--- src/rtl/div_16_pkg.sv ---
// Shared types and constants for the sequential 16-bit restoring divider.
// DIV_16_SIGNED_EN adds the two's-complement sign-handling states.
package div_16_pkg;
    localparam int DIV_WIDTH = 16;
    localparam int DIV_ITER  = 16;
    localparam logic [DIV_WIDTH-1:0] DIV_DZ_QUOTIENT = 16'hFFFF;

`ifdef DIV_16_SIGNED_EN
    typedef enum logic [2:0] {
        S_IDLE, S_CALC, S_DONE, S_NEG_A, S_NEG_B, S_FIX_Q, S_FIX_R
    } state_t;
`else
    typedef enum logic [1:0] {
        S_IDLE, S_CALC, S_DONE
    } state_t;
`endif
endpackage

--- src/rtl/sub_16.sv ---
// 16-bit ripple-borrow subtractor: diff = in0 - in1 - bin, bout set on underflow.
module sub_16
    import div_16_pkg::*;
(
    input  logic [DIV_WIDTH-1:0] in0,
    input  logic [DIV_WIDTH-1:0] in1,
    input  logic                 bin,
    output logic [DIV_WIDTH-1:0] diff,
    output logic                 bout
);
    always_comb begin
        logic v_b;
        v_b  = bin;
        diff = '0;
        for (int i = 0; i < DIV_WIDTH; i++) begin
            diff[i] = in0[i] ^ in1[i] ^ v_b;
            v_b     = (~in0[i] & in1[i]) | (~(in0[i] ^ in1[i]) & v_b);
        end
        bout = v_b;
    end
endmodule

--- src/rtl/div_16_seq.sv ---
// Multi-cycle 16-bit restoring divider, one trial subtraction per clock through a single sub_16.
// Define DIV_16_SIGNED_EN for two's-complement operands (magnitude/fix-up states share the subtractor).
module div_16_seq
    import div_16_pkg::*;
#(
    parameter int                   WIDTH       = 16,
    parameter logic [WIDTH-1:0]     DZ_QUOTIENT = DIV_DZ_QUOTIENT
) (
    input  logic             clk,
    input  logic             rst_n,
    input  logic             start,
    input  logic [WIDTH-1:0] dividend,
    input  logic [WIDTH-1:0] divisor,
    output logic             busy,
    output logic             done,
    output logic [WIDTH-1:0] quotient,
    output logic [WIDTH-1:0] remainder,
    output logic             div_by_zero
);
    if (WIDTH != DIV_WIDTH) begin : g_bad_width
        $error("div_16_seq: WIDTH must be 16");
    end

    state_t           r_state;
    logic [3:0]       r_cnt;
    logic [WIDTH-1:0] r_a, r_b, r_q, r_pr;
    logic             r_dz;
    logic             r_done, r_dzo;
    logic [WIDTH-1:0] r_quot, r_rem;
`ifdef DIV_16_SIGNED_EN
    logic             r_sa, r_sb;
`endif

    logic [WIDTH:0]   w_pr_sh;
    logic [WIDTH-1:0] w_in0, w_in1, w_diff;
    logic             w_bout, w_fits, w_accept;

    assign busy        = (r_state != S_IDLE) && (r_state != S_DONE);
    assign w_accept    = start && !busy;
    assign done        = r_done;
    assign quotient    = r_quot;
    assign remainder   = r_rem;
    assign div_by_zero = r_dzo;

    assign w_pr_sh = {r_pr, r_a[r_cnt]};
    // A set bit 16 means the shifted partial remainder already exceeds any divisor.
    assign w_fits  = w_pr_sh[WIDTH] | ~w_bout;

`ifdef DIV_16_SIGNED_EN
    always_comb begin
        w_in0 = '0;
        w_in1 = r_b;
        case (r_state)
            S_CALC:  w_in0 = w_pr_sh[WIDTH-1:0];
            S_NEG_A: w_in1 = r_a;
            S_FIX_Q: w_in1 = r_q;
            S_FIX_R: w_in1 = r_pr;
            default: ;
        endcase
    end
`else
    assign w_in0 = w_pr_sh[WIDTH-1:0];
    assign w_in1 = r_b;
`endif

    sub_16 u_sub (
        .in0  (w_in0),
        .in1  (w_in1),
        .bin  (1'b0),
        .diff (w_diff),
        .bout (w_bout)
    );

    always_ff @(posedge clk or negedge rst_n) begin
        if (!rst_n) begin
            r_state <= S_IDLE;
            r_cnt   <= '0;
            r_a     <= '0;
            r_b     <= '0;
            r_q     <= '0;
            r_pr    <= '0;
            r_dz    <= 1'b0;
            r_done  <= 1'b0;
            r_quot  <= '0;
            r_rem   <= '0;
            r_dzo   <= 1'b0;
`ifdef DIV_16_SIGNED_EN
            r_sa    <= 1'b0;
            r_sb    <= 1'b0;
`endif
        end else begin
            r_done <= 1'b0;
            // Results become visible only when leaving DONE, so outputs never show partial work.
            if (r_state == S_DONE) begin
                r_done <= 1'b1;
                r_quot <= r_q;
                r_rem  <= r_pr;
                r_dzo  <= r_dz;
            end
            if (w_accept) begin
                r_a   <= dividend;
                r_b   <= divisor;
                r_cnt <= 4'(DIV_ITER - 1);
`ifdef DIV_16_SIGNED_EN
                r_sa  <= dividend[WIDTH-1];
                r_sb  <= divisor[WIDTH-1];
`endif
                if (divisor == '0) begin
                    r_q     <= DZ_QUOTIENT;
                    r_pr    <= dividend;
                    r_dz    <= 1'b1;
                    r_state <= S_DONE;
                end else begin
                    r_q     <= '0;
                    r_pr    <= '0;
                    r_dz    <= 1'b0;
`ifdef DIV_16_SIGNED_EN
                    r_state <= S_NEG_A;
`else
                    r_state <= S_CALC;
`endif
                end
            end else begin
                case (r_state)
                    S_IDLE: ;
                    S_CALC: begin
                        r_pr       <= w_fits ? w_diff : w_pr_sh[WIDTH-1:0];
                        r_q[r_cnt] <= w_fits;
                        r_cnt      <= r_cnt - 4'd1;
                        if (r_cnt == '0) begin
`ifdef DIV_16_SIGNED_EN
                            r_state <= S_FIX_Q;
`else
                            r_state <= S_DONE;
`endif
                        end
                    end
                    S_DONE: r_state <= S_IDLE;
`ifdef DIV_16_SIGNED_EN
                    S_NEG_A: begin
                        if (r_sa) r_a <= w_diff;
                        r_state <= S_NEG_B;
                    end
                    S_NEG_B: begin
                        if (r_sb) r_b <= w_diff;
                        r_state <= S_CALC;
                    end
                    S_FIX_Q: begin
                        if (r_sa ^ r_sb) r_q <= w_diff;
                        r_state <= S_FIX_R;
                    end
                    S_FIX_R: begin
                        if (r_sa) r_pr <= w_diff;
                        r_state <= S_DONE;
                    end
`endif
                    default: r_state <= S_IDLE;
                endcase
            end
        end
    end
endmodule

--- config.mk ---
export PLATFORM = sky130hd
export DESIGN_NAME = div_16_seq
export DESIGN_NICKNAME = d
export VERILOG_FILES = /design/src/rtl/div_16_pkg.sv /design/src/rtl/sub_16.sv /design/src/rtl/div_16_seq.sv
export SDC_FILE = /design/constraint.sdc
export NUM_CORES = 1
export LEC_CHECK = 0
export ABC_AREA = 1
export BUFFER_PORTS_ARGS = -buffer_cell sky130_fd_sc_hd__buf_2
export CORE_MARGIN = 2
export CORE_UTILIZATION = 52
export DETAILED_ROUTE_END_ITERATION = 7
export PLACE_DENSITY = 0.76
export RECOVER_POWER = 25
export SYNTH_ARGS = -nofsm -noshare
export SYNTH_HDL_FRONTEND = slang
export SYNTH_SLANG_ARGS = --single-unit
--- constraint.sdc ---
create_clock -name clk -period 8 [get_ports clk]
set_input_delay 0.8 -clock clk [delete_from_list [all_inputs] [get_ports clk]]
set_output_delay 0.8 -clock clk [all_outputs]
set_load 0.1 [all_outputs]
; Word-level counts from Yosys, hierarchy flattened
; Index checks and enable logic that the tools add are counted.
[word_totals]
n_memories = 0
mem_bits_rw = 0
register_bits = 105
latch_bits = 0
elab_cells = 159
rom_bits = 0
out_inout_bits = 35
[classes]
n_addsub = 1
n_div = 0
magnitude_cmp = 2
bitwise_logic = 110
shifts = 0
n_mul = 0
n_eq_ne = 5
mux = 20
reduce_logical = 10
[ops]
columns = operator, count
row1 = 16-bit 2-to-1 mux, 7
row2 = 1-bit NOT, 32
row3 = 1-bit AND, 31
row4 = 1-bit XOR, 31
row5 = 16-bit bitwise mux, 1
row6 = 16-bit logical NOT, 1
row7 = 1-bit bitwise OR, 16
row8 = 4-bit 2-to-1 mux, 2
row9 = 2-bit 2-to-1 mux, 3
row10 = 4-bit by 5-bit < comparator with 1-bit output (second input constant), 1
row11 = 1-bit binary-select mux with 4-bit select, 1
row12 = 1-bit demux with 4-bit select, 1
row13 = 4-bit by 1-bit greater-or-equal comparator with 1-bit output (second input constant), 1
row14 = 4-bit logical NOT, 1
row15 = 1-bit 2-to-1 mux, 4
row16 = 2-bit inequality test (second input constant), 2
row17 = 2-bit case mux with 2 select lines, 1
row18 = 2-bit nonzero test, 2
row19 = 4-bit by 1-bit subtractor with 4-bit output (second input constant), 1
row20 = 1-bit logical AND, 3
row21 = 3-bit inequality test (second input constant), 1
row22 = 2-bit by 1-bit == test with 1-bit output (second input constant), 1
row23 = 2-bit == test (second input constant), 1
row24 = 2-bit logical NOT, 1
row25 = 2 further kinds, 2

; Logic depth before layout (Yosys ltp)
; Gate-level depths: netlist of run 1.
[depth]
ltp_word = 39
mapped_depth = 33

; By module
; A second synthesis of run 1 with hierarchy kept.
[hier_totals]
hier_cells = 596
hier_area_um2 = 5236.3
[modules_own_cells]
columns = module, seq_area_each_um2, area_per_inst_um2, cells_each, instances
row1 = div_16_seq, 2627.5, 4788.3, 546, 1
row2 = sub_16, 0.0, 447.9, 50, 1

; Least setup slack after synthesis of run 1
; OpenSTA, ideal clock, no wires.
[synth_timing]
path_type = register to register
start = register r_cnt[0]
end = register r_q[2]
path_buffers = 4
period_less_slack_ns = 7.727
path_stages_with_launch = 33
t_arrival_ns = 7.623
slack_ns = 0.273
required_time_ns = 7.896
path_cell_list = dfrtp_1 -> buf_4 -> inv_2 -> buf_4 -> nand2_1 -> nand3_1 -> nand2_1 -> nand2_1 -> nand2_1 -> nor2_1 -> ha_1 -> fa_1 -> fa_1 -> fa_1 -> fa_1 -> fa_1 -> fa_1 -> fa_1 -> fa_1 -> fa_1 -> fa_1 -> fa_1 -> fa_1 -> fa_1 -> fa_1 -> fa_1 -> nand2_1 -> nand2_1 -> buf_4 -> inv_1 -> buf_2 -> nand2_1 -> o311ai_1
[synth_via]
elab_chain_cells = 39
word_cells_on_any_way = 44
classes_between = order compare: 2 / mux: 7 / bitwise: 34 / reduce/logical: 1
[synth_lines]
columns = element, line_no
row1 = start: declaration, div_16_seq.sv:25  ; logic [3:0] r_cnt;
row2 = start signal: assignment, div_16_seq.sv:103  ; r_cnt <= 4'(DIV_ITER - 1);
row3 = start signal: assignment, div_16_seq.sv:129  ; r_cnt <= r_cnt - 4'd1;
row4 = 1-bit binary-select mux with 4-bit select, div_16_seq.sv:45  ; assign w_pr_sh = {r_pr, r_a[r_cnt]};
row5 = 1-bit 2-to-1 mux (implied by the code), div_16_seq.sv:45
row6 = 1-bit NOT, sub_16.sv:17  ; v_b = (~in0[i] & in1[i]) | (~(in0[i] ^ in1[i]) & v_b);
row7 = 1-bit AND (2 in series), sub_16.sv:17
row8 = 1-bit bitwise OR, sub_16.sv:17
row9 = 1-bit AND, sub_16.sv:17
row10 = 1-bit bitwise OR, sub_16.sv:17
row11 = 1-bit AND, sub_16.sv:17
row12 = [... 22 more ...], n/a
row13 = 1-bit bitwise OR, sub_16.sv:17
row14 = 1-bit AND, sub_16.sv:17
row15 = 1-bit bitwise OR, sub_16.sv:17
row16 = 1-bit NOT, div_16_seq.sv:47  ; assign w_fits = w_pr_sh[WIDTH] | ~w_bout;
row17 = 1-bit bitwise OR, div_16_seq.sv:47
row18 = 16-bit bitwise mux (*), div_16_seq.sv:128  ; r_q[r_cnt] <= w_fits;
row19 = 16-bit 2-to-1 mux (*), div_16_seq.sv:124  ; case (r_state)
row20 = 16-bit 2-to-1 mux (*), div_16_seq.sv:100  ; if (w_accept) begin
row21 = end signal: indexed assignment, div_16_seq.sv:128
row22 = end: declaration, div_16_seq.sv:26  ; logic [WIDTH-1:0] r_a, r_b, r_q, r_pr;
; Mark *: on every way between the ends. The rest lies on a longest branch, timed or not. The select of a mux whose other input is x is not followed.
; A chain may end at the register's enable or synchronous reset.

; Worst setup path after layout of run 1
[layout_timing]
start = register r_cnt[0]
end = register r_pr[15]
[layout_via]
elab_chain_cells = 39
word_cells_on_any_way = 40
classes_between = mux: 5 / bitwise: 35
[layout_lines]
columns = element, line_no
row1 = 1-bit binary-select mux with 4-bit select (*), div_16_seq.sv:45
row2 = 1-bit 2-to-1 mux (implied by the code) (*), div_16_seq.sv:45
row3 = 1-bit NOT (*), sub_16.sv:17
row4 = 1-bit AND (*) (2 in series), sub_16.sv:17
row5 = 1-bit bitwise OR (*), sub_16.sv:17
row6 = 1-bit AND (*), sub_16.sv:17
row7 = 1-bit bitwise OR (*), sub_16.sv:17
row8 = 1-bit AND (*), sub_16.sv:17
row9 = [... 22 more ...], n/a
row10 = 1-bit bitwise OR (*), sub_16.sv:17
row11 = 1-bit AND, sub_16.sv:17
row12 = 1-bit bitwise OR, sub_16.sv:17
row13 = 1-bit NOT, div_16_seq.sv:47
row14 = 1-bit bitwise OR, div_16_seq.sv:47
row15 = 16-bit 2-to-1 mux (*), div_16_seq.sv:127  ; r_pr <= w_fits ? w_diff : w_pr_sh[WIDTH-1:0];
row16 = 16-bit 2-to-1 mux (*), div_16_seq.sv:124
row17 = 16-bit 2-to-1 mux (*), div_16_seq.sv:100
row18 = end signal: assignment, div_16_seq.sv:110  ; r_pr <= dividend;
row19 = end signal: assignment, div_16_seq.sv:127
row20 = end: declaration, div_16_seq.sv:26
; Marks and branches as above.

==> results of run 1 <==
[flip-flops by register name (all words and copies together), names as in the netlist]
| register | count |
|---|---|
| quotient | 16 |
| r_a | 16 |
| r_b | 16 |
| r_pr | 16 |
| r_q | 16 |
| remainder | 16 |
| r_cnt | 4 |
| r_state | 2 |
| div_by_zero | 1 |
| done | 1 |
| r_dz | 1 |
[cell families (layout without fill, tap and decap cells)]
logic type,after synthesis,in the layout,share of synthesized area [%]
simple gates,218,219,17.5
compound gates,114,114,14.9
buf+inv,106,175,8.87
flops,105,105,51.6
fa+ha+maj,20,20,7.13
[per-layer routing]
| layer | track usage [%] | vias up | part of all wire, % |
|---|---|---|---|
| met3 | 3.12 | 16 | 4.9 |
| li1 | - | 1938 | - |
| met4 | 7.49 | 0 | 1.5 |
| met2 | 36.3 | 126 | 47 |
| met1 | 32.4 | 1895 | 47 |
| met5 | 0 | - | 0 |
[worst max-delay path, delay by kind of cell (launching register included)]
kind            cells  cell delay [ps]
compound gates      3              340
fa+ha+maj          16             5860
buf+inv             2              360
flops               1              440
simple gates        8              640
[Yosys cell counts (all sizes together)]
master	n	area, um2
o21ai	62	310
a21oi	7	35.0
o221ai	13	170
fa	15	300
o21bai	1	7.51
ha	5	62.6
clkbuf	11	41.3
nor3	9	45.0
nand3	18	103
buf	17	118
nand2	158	606
o311ai	4	35.0
o211ai	11	82.6
nor2	28	105
o21a	13	97.6
a22oi	2	15.0
dfrtp	105	2630
nand4	5	31.3
o22ai	1	6.26
inv	78	293
[how the worst max path moves through the flow]
stage | startpoint | endpoint | cells after the start
global placement | r_cnt[0]$_DFFE_PN0P_ | r_q[2]$_DFFE_PN0P_ | 29
finish | r_cnt[0]$_DFFE_PN0P_ | r_pr[15]$_DFFE_PN0P_ | 29
CTS | r_cnt[0]$_DFFE_PN0P_ | r_pr[15]$_DFFE_PN0P_ | 29
detailed placement | r_cnt[0]$_DFFE_PN0P_ | r_q[3]$_DFFE_PN0P_ | 29
floorplan | r_cnt[0]$_DFFE_PN0P_ | r_q[2]$_DFFE_PN0P_ | 32
global route | r_cnt[0]$_DFFE_PN0P_ | r_pr[15]$_DFFE_PN0P_ | 29
[area by class of cell]
type | instances | share of cell area, %
flip-flops and latches | 105 | 45.5
multi-input cells | 353 | 35.4
repair buffers | 80 | 7.43
inverters | 78 | 5.14
well taps | 133 | 2.88
clock buffers | 9 | 2.15
clock inverters | 7 | 1.41
repair inverters | 1 | 0.0867
[through the flow]
step,hold slack (ps),std cells,utilization [%]
after floorplan,449,563,-
after global placement,448,745,57.1
after detailed placement,456,745,57.1
after CTS,396,766,59.8
after global routing,509,766,59.9
final,479,766,59.9
[timing repair]
action	CTS	global route
buffers inserted	3	0
gates resized for setup	5	7
cloned	2	0
setup endpoints to repair	25	32
==> reports/metrics.csv, run 1 <==
metric,value,unit
residual DRC count,0,
sequential fraction of the synthesis area,51.6,%
Clock Latency Late Sink,380,ps
ANT nets after route,0,
fin area,5770,um2
critical path peak fanout,8,
fin nets,683,
crit end category,register,
die height,103,um
Core ar.,9640,um2
Worst Hold End,quotient[11]$_DFFE_PN0P_,
mapped cell area,5090,um2
Syn Area/Cell,9.04,um2
YS warnings,0,
Routed WL,11500,um
failing checks,"capacitance limit, slew limit",
# setup viols final,0,
average wire per standard cell,15.0,um
Hold Path Stages,2,
Worst-path clk slew,110,ps
critical path type,reg2reg,
required time worst endpoint,8290,ps
grt total ovfl,0,
synthesized flop and latch total,105,
CTS tree,done,
kind of start point of the critical path,register,
worst min-delay path class,reg2reg,
Top Ports,70,
hold path start,quotient[11]$_DFFE_PN0P_,
initial antenna violation count,0,
Reg area,2630,um2
TritonCTS Buffers,9,
largest net degree at the start of global routing,67,
clock root cell,clkbuf_8,
Layout fillers,852,
CTS Buffer Depth,2,
FP Rows,36,
R2R depth,29,
CP peak stage delay,440,ps
HPWL Detailed,8370,um
clk sink count,105,
DP Area,5510,um2
slowest CP cell,dfrtp_2,
GP Congestion,0.933,
RR Endpoint,r_pr[15]$_DFFE_PN0P_,
GRT Total Usage,22.8,%
share of post-route cells with drive strength above 1,19.4,%
most frequent cells in the layout,"153 x nand2_1, 104 x dfrtp_1, 72 x inv_1",
Inserted Diodes,0,
skew final,10.1,ps
I/O Buffers,69,
multi-input logic area,2040,um2
Worst EP arrival,8040,ps
setup slack after layout,257,ps
Final Hold Vio Count,0,
outcome,finished with violations,
Post-Synthesis Cells,563,
Worst Tran Pin Value,2200,ps
Slew Limit Fails,41,
most numerous cell on the critical path,fa_1,
setup TNS,0,ps
MaxCap Viol Count,1,
Max-slew headroom,-46.6,%
# hold bufs at CTS,0,
crit share post-route,96.8,%
vias in the first global route,3729,
pre-CTS WS,-193,ps
Synth cell types,28,
via count,3975,
reg-to-reg setup timing slack,260,ps
Detailed Routing Iterations Pass 1,5,
Die Area,10600,um2
Syn Nets,618,
Reg-to-Reg Start,r_cnt[0]$_DFFE_PN0P_,
global-route wire length before repair,18400,um
Initial Utilization,52.8,%
P&R area growth vs syn,13.4,%
H-tree levels,3,
minimum clock period,7740,ps
"most common cell after layout, fill and taps aside",nand2_1,
die width,103,um
Iter 0 DRT Violations,259,
FMAX,129,MHz
vias per cell,5.19,
Power of run 1 is left out: the tool's default activity adds up to more than one toggle a clock period on the data nets, which glitch-free logic cannot reach.
==> run 2: changes to the inputs <==
- REMOVE_ABC_BUFFERS: unset -> 1
- SETUP_SLACK_MARGIN: unset -> 0.5
==> reports/metrics.csv, run 2 (same netlist as run 1, synthesis figures left out) <==
metric,value,unit
outcome,finished with violations,
failing checks,"capacitance limit, slew limit",
Placed Instances,744,
vias per cell,5.17,
Initial Utilization,52.8,%
most frequent cells in the layout,"154 x nand2_1, 105 x dfrtp_1, 70 x inv_1",
critical path type,reg2reg,
setup TNS,0,ps
Iter 0 DRT Violations,173,
required time worst endpoint,8300,ps
# setup viols final,0,
clock root cell,clkbuf_8,
fin nets,681,
initial antenna violation count,0,
GP Congestion,0.898,
Routed WL,11100,um
critical path peak fanout,7,
minimum clock period,7370,ps
HPWL Detailed,7430,um
Core ar.,9640,um2
die height,103,um
grt total ovfl,0,
Worst-path clk slew,100,ps
"most common cell after layout, fill and taps aside",nand2_1,
Worst Tran Pin Value,2730,ps
Final Non-Filler Cells,764,
via count,3950,
Worst EP arrival,7670,ps
RSZ-0062 raised after global routing,true,
Max-slew headroom,-82.1,%
slowest CP cell,dfrtp_1,
ANT nets after route,0,
most numerous cell on the critical path,fa_2,
CTS Buffer Depth,2,
vias in the first global route,3827,
Final Hold Vio Count,0,
H-tree levels,3,
hold path start,quotient[0]$_DFFE_PN0P_,
crit end category,register,
crit share post-route,92.1,%
CTS tree,done,
Reg-to-Reg Start,r_cnt[0]$_DFFE_PN0P_,
average wire per standard cell,14.5,um
largest net degree at the start of global routing,56,
FP Rows,36,
residual DRC count,0,
Top Ports,70,
FMAX,136,MHz
CP peak stage delay,430,ps
I/O Buffers,69,
Slew Limit Fails,104,
worst min-delay path class,reg2reg,
kind of start point of the critical path,register,
Die Area,10600,um2
skew final,13.6,ps
MaxCap Viol Count,2,
global-route wire length before repair,18000,um
GRT Total Usage,21.8,%
Clock Latency Late Sink,370,ps
TritonCTS Buffers,9,
critical path launch point,r_cnt[0]$_DFFE_PN0P_,
Hold WS,471,ps
clk sink count,105,
Detailed Routing Iterations Pass 1,4,
die width,103,um
Inserted Diodes,0,
P&R area growth vs syn,13.3,%
# hold bufs at CTS,0,
share of post-route cells with drive strength above 1,20.6,%
## run 2: cell types whose count changed in the layout (fill, tap and decap cells not counted), sizes merged
| cell | delta |
|---|---|
| clkbuf | +1 |
| clkinv | +1 |
| clkinvlp | +1 |
| inv | -5 |
## run 2: through the flow
step,util [%],instance area [um2],setup slack (ps)
5_1_grt,59.9,5770,377
2_1_floorplan,-,4930,51.2
4_1_cts,59.7,5750,532
3_5_place_dp,57.0,5500,-91.9
6_report,59.9,5770,629
3_3_place_gp,57.0,5500,89.4
## run 2: metal layers
metal	up-vias	GRT usage [%]	routed length [um]
li1	1934	-	-
met1	1879	28.8	4850
met2	110	37.1	5490
met3	27	3.32	479
met4	0	7.49	277
met5	-	0	0
## run 2: worst paths after layout
| path | end | slack (ps) | depth (start not counted) |
|---|---|---|---|
| max | r_pr[0]$_DFFE_PN0P_ | 630 | 31 |
| min | quotient[0]$_DFFE_PN0P_ | 470 | 2 |
| max reg2reg | r_pr[0]$_DFFE_PN0P_ | 630 | 31 |
| min reg2reg | quotient[0]$_DFFE_PN0P_ | 470 | 2 |
| max in group asynchronous | remainder[4]$_DFFE_PN0P_ | 4880 | 2 |
| min in group asynchronous | quotient[15]$_DFFE_PN0P_ | 1280 | 1 |
## run 2: cell type report
class                   instances  area [um2]
clock buffers                  11         141
clock inverters                 5        55.1
fillers                       883        3870
inverters                      78         297
multi-input cells             353        2060
flip-flops and latches        105        2630
well taps                     133         166
repair buffers                 79         427
## run 2: repair_timing
action	CTS	global route
setup buffers	2	1
gates cloned	0	1
gates resized for setup	15	7
pin swaps	1	2
endpoints found under the setup margin	32	31
## run 2: worst max-delay path: cells and delay by family, from the launching register on
kind / cells / cell delay (ps)
AO/OA/AOI/OAI: 2 / 230
buffers and inverters: 4 / 490
AND/OR/NAND/NOR: 9 / 610
flip-flops: 1 / 430
adder cells (fa/ha/maj): 16 / 5540
Power of run 2 is left out for the same reason.
